<file path="src/rtl/rca_pkg.sv">
// Shared constants and helpers for the pipelined ripple-carry adder/subtractor.
package rca_pkg;

  localparam int unsigned DEF_WIDTH = 32;
  localparam int unsigned DEF_CHUNK = 8;

  localparam logic OP_ADD = 1'b0;
  localparam logic OP_SUB = 1'b1;

  // One pipeline stage per CHUNK-bit slice.
  function automatic int unsigned stages_of(input int unsigned width, input int unsigned chunk);
    return width / chunk;
  endfunction

  function automatic int unsigned slice_lo(input int unsigned idx, input int unsigned chunk);
    return idx * chunk;
  endfunction

endpackage

</file>
<file path="src/rtl/rca_chunk.sv">
// Combinational CHUNK-bit ripple adder; also exposes the carry into its MSB for overflow detection.
module rca_chunk
  import rca_pkg::*;
#(
  parameter int unsigned CHUNK = DEF_CHUNK
) (
  input  logic [CHUNK-1:0] a,
  input  logic [CHUNK-1:0] b,
  input  logic             ci,
  output logic [CHUNK-1:0] s,
  output logic             co,
  output logic             c_msb
);

  logic [CHUNK:0] carry;

  always_comb begin
    carry    = '0;
    s        = '0;
    carry[0] = ci;
    for (int i = 0; i < int'(CHUNK); i++) begin
      s[i]       = a[i] ^ b[i] ^ carry[i];
      carry[i+1] = (a[i] & b[i]) | (carry[i] & (a[i] ^ b[i]));
    end
    co    = carry[CHUNK];
    c_msb = carry[CHUNK-1];
  end

endmodule

</file>
<file path="src/rtl/rca_pipe.sv">
// Pipelined ripple-carry adder/subtractor, one CHUNK-bit slice per stage, global valid/ready stall.
// Optional zero/neg result flags are built when RCA_PIPE_FLAGS_EN is defined.
module rca_pipe
  import rca_pkg::*;
#(
  parameter int unsigned WIDTH = DEF_WIDTH,
  parameter int unsigned CHUNK = DEF_CHUNK
) (
  input  logic             clk,
  input  logic             rst_n,
  input  logic             in_valid,
  output logic             in_ready,
  input  logic [WIDTH-1:0] a,
  input  logic [WIDTH-1:0] b,
  input  logic             cin,
  input  logic             sub,
  output logic             out_valid,
  input  logic             out_ready,
  output logic [WIDTH-1:0] s,
  output logic             cout,
  output logic             ovf
`ifdef RCA_PIPE_FLAGS_EN
  ,
  output logic             zero,
  output logic             neg
`endif
);

  localparam int unsigned STAGES = stages_of(WIDTH, CHUNK);

  if (WIDTH % CHUNK != 0) begin : g_width_check
    $fatal(1, "rca_pipe: WIDTH must be a multiple of CHUNK");
  end

  logic adv_c;
  assign adv_c    = !out_valid || out_ready;
  assign in_ready = adv_c;

  // Stage boundary k carries the operands/partial sum entering stage k.
  logic             v_s   [STAGES];
  logic             c_s   [STAGES];
  logic [WIDTH-1:0] a_s   [STAGES];
  logic [WIDTH-1:0] b_s   [STAGES];
  logic [WIDTH-1:0] sum_s [STAGES];

  assign v_s[0]   = in_valid;
  assign a_s[0]   = a;
  assign b_s[0]   = (sub == OP_SUB) ? ~b : b;
  assign c_s[0]   = (sub == OP_SUB) ? 1'b1 : cin;
  assign sum_s[0] = '0;

  logic             last_v;
  logic [WIDTH-1:0] last_sum;
  logic             last_co;
  logic             last_cm;

  for (genvar k = 0; k < int'(STAGES); k++) begin : g_stage
    localparam int unsigned LO = slice_lo(32'(k), CHUNK);

    logic [CHUNK-1:0] slice_s;
    logic             co;
    logic             cm;

    rca_chunk #(.CHUNK(CHUNK)) u_chunk (
      .a     (a_s[k][LO +: CHUNK]),
      .b     (b_s[k][LO +: CHUNK]),
      .ci    (c_s[k]),
      .s     (slice_s),
      .co    (co),
      .c_msb (cm)
    );

    if (k < int'(STAGES) - 1) begin : g_reg
      logic             v_q,   v_d;
      logic             c_q,   c_d;
      logic [WIDTH-1:0] a_q,   a_d;
      logic [WIDTH-1:0] b_q,   b_d;
      logic [WIDTH-1:0] sum_q, sum_d;
      logic             cm_unused;

      assign cm_unused = cm;

      always_comb begin
        v_d   = v_q;
        c_d   = c_q;
        a_d   = a_q;
        b_d   = b_q;
        sum_d = sum_q;
        if (adv_c) begin
          v_d = v_s[k];
          if (v_s[k]) begin
            c_d   = co;
            a_d   = a_s[k];
            b_d   = b_s[k];
            sum_d = sum_s[k];
            sum_d[LO +: CHUNK] = slice_s;
          end
        end
      end

      always_ff @(posedge clk or negedge rst_n) begin
        if (!rst_n) begin
          v_q   <= 1'b0;
          c_q   <= 1'b0;
          a_q   <= '0;
          b_q   <= '0;
          sum_q <= '0;
        end else begin
          v_q   <= v_d;
          c_q   <= c_d;
          a_q   <= a_d;
          b_q   <= b_d;
          sum_q <= sum_d;
        end
      end

      assign v_s[k+1]   = v_q;
      assign c_s[k+1]   = c_q;
      assign a_s[k+1]   = a_q;
      assign b_s[k+1]   = b_q;
      assign sum_s[k+1] = sum_q;
    end else begin : g_last
      always_comb begin
        last_sum = sum_s[k];
        last_sum[LO +: CHUNK] = slice_s;
      end
      assign last_v  = v_s[k];
      assign last_co = co;
      assign last_cm = cm;
    end
  end

  // Output register: the final stage's result, flags and valid.
  logic             out_valid_q, out_valid_d;
  logic [WIDTH-1:0] s_q,         s_d;
  logic             cout_q,      cout_d;
  logic             ovf_q,       ovf_d;
`ifdef RCA_PIPE_FLAGS_EN
  logic             zero_q,      zero_d;
  logic             neg_q,       neg_d;
`endif

  always_comb begin
    out_valid_d = out_valid_q;
    s_d         = s_q;
    cout_d      = cout_q;
    ovf_d       = ovf_q;
`ifdef RCA_PIPE_FLAGS_EN
    zero_d      = zero_q;
    neg_d       = neg_q;
`endif
    if (adv_c) begin
      out_valid_d = last_v;
      if (last_v) begin
        s_d    = last_sum;
        cout_d = last_co;
        ovf_d  = last_co ^ last_cm;
`ifdef RCA_PIPE_FLAGS_EN
        zero_d = (last_sum == '0);
        neg_d  = last_sum[WIDTH-1];
`endif
      end
    end
  end

  always_ff @(posedge clk or negedge rst_n) begin
    if (!rst_n) begin
      out_valid_q <= 1'b0;
      s_q         <= '0;
      cout_q      <= 1'b0;
      ovf_q       <= 1'b0;
`ifdef RCA_PIPE_FLAGS_EN
      zero_q      <= 1'b0;
      neg_q       <= 1'b0;
`endif
    end else begin
      out_valid_q <= out_valid_d;
      s_q         <= s_d;
      cout_q      <= cout_d;
      ovf_q       <= ovf_d;
`ifdef RCA_PIPE_FLAGS_EN
      zero_q      <= zero_d;
      neg_q       <= neg_d;
`endif
    end
  end

  assign out_valid = out_valid_q;
  assign s         = s_q;
  assign cout      = cout_q;
  assign ovf       = ovf_q;
`ifdef RCA_PIPE_FLAGS_EN
  assign zero      = zero_q;
  assign neg       = neg_q;
`endif

endmodule

</file>
<file path="config.mk">
export PLATFORM = sky130hd
export DESIGN_NAME = rca_pipe
export DESIGN_NICKNAME = d
export VERILOG_FILES = /design/src/rtl/rca_pkg.sv /design/src/rtl/rca_chunk.sv /design/src/rtl/rca_pipe.sv
export SDC_FILE = /design/constraint.sdc
export NUM_CORES = 1
export LEC_CHECK = 0
export CAP_MARGIN = 20
export CORE_ASPECT_RATIO = 1.4
export CORE_UTILIZATION = 55
export CTS_CLUSTER_SIZE = 14
export DETAILED_ROUTE_END_ITERATION = 8
export PLACE_DENSITY_LB_ADDON = 0.12
export SYNTH_ARGS = -nofsm -noshare
export SYNTH_HDL_FRONTEND = slang
export SYNTH_SLANG_ARGS = --single-unit
</file>
<file path="constraint.sdc">
create_clock -name clk -period 4.9 [get_ports clk]
set_input_delay 0.98 -clock clk [delete_from_list [all_inputs] [get_ports clk]]
set_output_delay 0.98 -clock clk [all_outputs]
set_load 0.1 [all_outputs]
</file>
# [Word level (Yosys, flattened, before mapping)]
# Index checks and enable logic that the tools add are counted.
[op_classes] mux=2 bitwise_logic=162 n_reduce_logical=6
[ops] operator="XOR 1 bit" count=65
[ops] operator="AND 1 bit" count=64
[ops] operator="2-to-1 mux 32 bit" count=1
[ops] operator="inverter 32 bit" count=1
[ops] operator="bitwise OR 1 bit" count=32
[ops] operator="AND reduction 2 bit" count=4
[ops] operator="logical NOT 1 bit" count=1
[ops] operator="logical OR 1 bit" count=1
[ops] operator="2-to-1 mux 1 bit" count=1
[word_totals] reg_bits=281 inputBits=70 out_inout_bits=36 elab_cells=189

# [Logic depth before layout (Yosys ltp)]
[depth] depth_word=19 mapped_depth=15 mapped_depth_nobuf=13

# [By module]
# From an unflattened synthesis, not the netlist that was laid out.
[hier_totals] hier_cells=536 hier_area_um2=7982.7
[by_module_without_submodules] mod="rca_pipe" n_inst=1 cells_per_inst=464 area_per_inst_um2=7191.9 seq_area_each_um2=4629.4
[by_module_without_submodules] mod="rca_chunk" n_inst=4 cells_per_inst=18 area_per_inst_um2=197.7 seq_area_each_um2=0.0

# [Worst setup path before layout]
# Ideal clock, no wire load.
[synth_timing] path_type="input-to-reg" startpoint="input sub" endpoint="register g_stage[0].g_reg.sum_q[7]" setup_ps=125 arrival_ps=4748 required_time_ps=4775 setup_slack_ps=27 cell_stages=15 cell_sequence="buf_2 buf_2 xnor2_1 fa_1 inv_1 fa_1 inv_1 fa_1 fa_1 fa_1 fa_1 fa_1 inv_1 fa_1 mux2_4"
[synth_via] elab_chain_cells=17 elab_cells_between_ends=32 cone_classes="mux (2); bitwise (30)"
[synth_lines] element="start, declared" line_no="rca_pipe.sv:16" text="input logic sub,"
[synth_lines] element="2-to-1 mux 32 bit" line_no="rca_pipe.sv:48" text="assign b_s[0] = (sub == OP_SUB) ? ~b : b;"
[synth_lines] element="XOR 1 bit" line_no="rca_chunk.sv:23" text="carry[i+1] = (a[i] & b[i]) | (carry[i] & (a[i] ^ b[i]));"
[synth_lines] element="AND 1 bit" line_no="rca_chunk.sv:23"
[synth_lines] element="bitwise OR 1 bit" line_no="rca_chunk.sv:23"
[synth_lines] element="AND 1 bit" line_no="rca_chunk.sv:23"
[synth_lines] element="bitwise OR 1 bit" line_no="rca_chunk.sv:23"
[synth_lines] element="AND 1 bit" line_no="rca_chunk.sv:23"
[synth_lines] element="bitwise OR 1 bit" line_no="rca_chunk.sv:23"
[synth_lines] element="[2 not listed]"
[synth_lines] element="AND 1 bit" line_no="rca_chunk.sv:23"
[synth_lines] element="bitwise OR 1 bit" line_no="rca_chunk.sv:23"
[synth_lines] element="AND 1 bit" line_no="rca_chunk.sv:23"
[synth_lines] element="bitwise OR 1 bit" line_no="rca_chunk.sv:23"
[synth_lines] element="AND 1 bit" line_no="rca_chunk.sv:23"
[synth_lines] element="bitwise OR 1 bit" line_no="rca_chunk.sv:23"
[synth_lines] element="XOR 1 bit (*)" line_no="rca_chunk.sv:22" text="s[i] = a[i] ^ b[i] ^ carry[i];"
[synth_lines] element="net g_stage[0].slice_s[7]" line_no="rca_pipe.sv:60" text="logic [CHUNK-1:0] slice_s;"
[synth_lines] element="end signal, assigned" line_no="rca_pipe.sv:113" text="sum_q <= sum_d;"
[synth_lines] element="end, declared" line_no="rca_pipe.sv:78" text="logic [WIDTH-1:0] sum_q, sum_d;"
# The timed path passes the listed nets; every way through them passes the cells marked *.
# A chain may end at the register's enable or synchronous reset.

# [Final worst setup path]
[layout_timing] startpoint="input b[0]" endpoint="register g_stage[0].g_reg.sum_q[7]"
[layout_via] elab_chain_cells=18 elab_cells_between_ends=19 cone_classes="mux (1); bitwise (18)"
[layout_lines] element="start, declared" line_no="rca_pipe.sv:14" text="input logic [WIDTH-1:0] b,"
[layout_lines] element="inverter 32 bit" line_no="rca_pipe.sv:48"
[layout_lines] element="2-to-1 mux 32 bit (*)" line_no="rca_pipe.sv:48"
[layout_lines] element="XOR 1 bit" line_no="rca_chunk.sv:23"
[layout_lines] element="AND 1 bit" line_no="rca_chunk.sv:23"
[layout_lines] element="bitwise OR 1 bit (*)" line_no="rca_chunk.sv:23"
[layout_lines] element="AND 1 bit (*)" line_no="rca_chunk.sv:23"
[layout_lines] element="bitwise OR 1 bit (*)" line_no="rca_chunk.sv:23"
[layout_lines] element="AND 1 bit (*)" line_no="rca_chunk.sv:23"
[layout_lines] element="[3 not listed]"
[layout_lines] element="AND 1 bit (*)" line_no="rca_chunk.sv:23"
[layout_lines] element="bitwise OR 1 bit (*)" line_no="rca_chunk.sv:23"
[layout_lines] element="AND 1 bit (*)" line_no="rca_chunk.sv:23"
[layout_lines] element="bitwise OR 1 bit (*)" line_no="rca_chunk.sv:23"
[layout_lines] element="AND 1 bit (*)" line_no="rca_chunk.sv:23"
[layout_lines] element="bitwise OR 1 bit (*)" line_no="rca_chunk.sv:23"
[layout_lines] element="XOR 1 bit (*)" line_no="rca_chunk.sv:22"
[layout_lines] element="net g_stage[0].slice_s[7]" line_no="rca_pipe.sv:60"
# Marked as above.

==> out/metrics.yaml <==
clock_network:
  cts_tree: "built"
  ctsResizeCount: 0
  clk_pin_slew_ns: 0.06
  clock_latency_ns: 0.42
  numCtsBuffers: 17
  clock_path_buffers: 2
  ctsHtreeMaxLevel: 4
  clockRootBuffer: "clkbuf_16"
  cts_hold_buffers: 0
  cts_setup_buffers: 0
  cts.sinks: 185
final_layout:
  num-nets-final: 748
  regArea_um2: 4630
  final_cell_mix: "dfrtp_1, mux2_2, clkdlybuf4s50_1"
  area_growth_pct: 22.2
  layout_commonest_cell: "dfrtp_1"
  final_layout_size_suffix_gt1_share_pct: 28.2
  fill_cells: 1067
  multiInputGateArea_um2: 3070
  finalInstanceArea_um2: 9850
  n_antenna_cell: 0
setup_path:
  slowest_stage: "fa_1"
  crit_top_cell: "fa_1"
  critPathBufInv: 4
  worstSetupPathType: "primary input to register"
  cp.required_ns: 5.21
  setup.worst_path.start_class: "primary input"
  crit_fanout: 1
  cp-end-kind: "register"
  crit_family: "adder cells"
  critPathArrivalTime_ns: 5.01
  crit_chain: "clkdlybuf4s50_1 > xnor2_1 > fa_1 > inv_1 > fa_1 > inv_1 > fa_1 > fa_1 > fa_1 > fa_1 > fa_1 > inv_1 > fa_1 > mux2_4"
  slowest_delay_ns: 0.43
timing:
  relSlewSlack_pct: 33.9
  tightest_slew_ns: 0.988
  rsz0062_at_grt: "no"
  period_needed_ns: 4.70
  finalClockSkew_ns: 0.00750
  fin_hold_ws_ns: 0.495
  fin_crit_sh_pct: 95.8
  fmax_mhz: 213
  finalSetupViolCount: 0
  maxSlewViolCount: 0
  hold_violations: 0
routing:
  drc: 0
  vias: 4418
  dr_wl_met3_um: 559
  finalWirelength_um: 14700
  drtIter0Drc: 95
  drtPass1Iterations: 6
  wl_met1_um: 6160
  wire_per_inst_um: 17.4
  routed.top_layer: "met4"
  route.met2.wl_um: 7810
  ant_nets: 0
  avgViaCountPerCell: 5.21
pwr:
  total_leakage_power_nw: 4.31
  vdd_drop_max_uv: 492
  power_density_nw_per_um2: 757
die:
  die-area_um2: 15100
  core-area_um2: 14400
  die_x_um: 104
  start_util_pct: 56.0
  ios: 106
  die_y_um: 145
  rows: 52
place:
  dp_hpwl_um: 9300
  gp_congestion: 0.722
  io_buffers: 105
  place_area_um2: 9220
global_routing:
  grt_max_degree: 101
  grt_usage_pct: 21.3
  grt_pass1_wl_um: 24800
  gr-total-overflow: 0
  grt_pass1_vias: 4979
  antenna_found_initial: 0
synth:
  synth_nets: 647
  synth.distinct_cells: 19
  ys.warnings.count: 0
  yosysSeqAreaShare_pct: 57.5
  syn-cell-area_um2: 8050
  avgSynthCellArea_um2: 14.8
  ys_seq_elements: 185
  synthCells: 545
worst_hold_path:
  hp-class: "register to register"
run_status:
  status: "completed"
flow_run:
  cap_violations: 0
## power by group
group / internal, mW / total (mW) / leakage, nW / switching [mW]
combinational: 1.35 / 3.36 / 1.88 / 2.00
clock: 0.876 / 1.44 / 0.301 / 0.569
sequential: 2.24 / 2.65 / 2.14 / 0.403
total: 4.47 / 7.45 / 4.31 / 2.98
## layout make-up
class | instances | share of cell area (%)
inverters | 48 | 1.83
flip-flops and latches | 185 | 47.0
clock inverters | 13 | 1.78
clock buffers | 19 | 4.60
multi-input cells | 283 | 31.1
repair buffers | 111 | 11.2
well taps | 189 | 2.40
## per-layer routing
metal,track usage [%],vias to the layer above
li1,-,2001
met1,26.5,2302
met2,36.4,99
met3,5.03,16
met4,7.57,0
met5,0,-
## path summary, 6_finish.rpt
kind | from | endpoint | slack, ns | cells past startpoint
max | b[0] | g_stage[0].g_reg.sum_q[7] | 0.20 | 14
min | g_stage[2].g_reg.v_q | out_valid | 0.49 | 2
max reg2reg | g_stage[1].g_reg.b_q[16] | g_stage[2].g_reg.sum_q[23] | 1.03 | 12
min reg2reg | g_stage[2].g_reg.v_q | out_valid | 0.49 | 2
max in group asynchronous | rst_n | g_stage[0].g_reg.a_q[31] | 3.14 | 2
min in group asynchronous | rst_n | g_stage[0].g_reg.a_q[29] | 0.62 | 1
## worst reg2reg max path, cell delays in order (launching register included)
cell	delay, ns
dfrtp_1	0.40
fa_1	0.43
inv_1	0.09
fa_1	0.19
inv_1	0.06
fa_1	0.40
fa_1	0.41
fa_1	0.40
fa_1	0.41
fa_1	0.37
inv_1	0.07
fa_1	0.41
mux2i_1	0.15
## metrics by stage
| stage | std cells | total power [mW] | utilization, % | TNS (ns) | worst slack (ns) |
|---|---|---|---|---|---|
| finish | 848 | 7.45 | 68.5 | 0 | 0.205 |
| floorplan | 545 | 5.19 | - | 0 | 0.0271 |
| global route | 848 | 7.89 | 68.5 | 0 | 0.106 |
| global placement | 815 | 5.93 | 64.0 | -0.122 | -0.122 |
| detailed placement | 816 | 6.06 | 64.1 | -0.254 | -0.254 |
| CTS | 848 | 7.54 | 68.5 | 0 | 0.197 |
## Yosys cell counts
| library cell | instances | area (µm²) |
|---|---|---|
| a21oi_1 | 44 | 220 |
| and2_4 | 1 | 8.76 |
| buf_2 | 17 | 85.1 |
| buf_6 | 7 | 78.8 |
| clkbuf_1 | 5 | 18.8 |
| dfrtp_1 | 185 | 4630 |
| fa_1 | 32 | 641 |
| inv_1 | 48 | 180 |
| mux2_2 | 118 | 1330 |
| mux2_4 | 22 | 330 |
| mux2i_1 | 15 | 150 |
| nand2_1 | 4 | 15.0 |
| nand2_2 | 1 | 6.26 |
| nand2b_4 | 1 | 13.8 |
| nand3_1 | 4 | 20.0 |
| nor2_1 | 1 | 3.75 |
| o21ai_0 | 7 | 35.0 |
| xnor2_1 | 29 | 254 |
| xor2_1 | 4 | 35.0 |
## cell families after synthesis
family	Yosys count	share of synthesized area (%)
multiplexers	155	22.5
XOR/XNOR	33	3.59
flip-flops	185	57.5
AO/OA/AOI/OAI	51	3.17
adder cells (fa/ha/maj)	32	7.95
buffers and inverters	77	4.51
AND/OR/NAND/NOR	12	0.839
## registers in the layout, summed over array words and instances (netlist names)
name / flops
g_stage.g_reg.sum_q: 48
g_stage.g_reg.b_q: 48
cout: 1
out_valid: 1
g_stage.g_reg.v_q: 3
g_stage.g_reg.c_q: 3
g_stage.g_reg.a_q: 48
ovf: 1
s: 32
(Power assumes the default switching activity.)
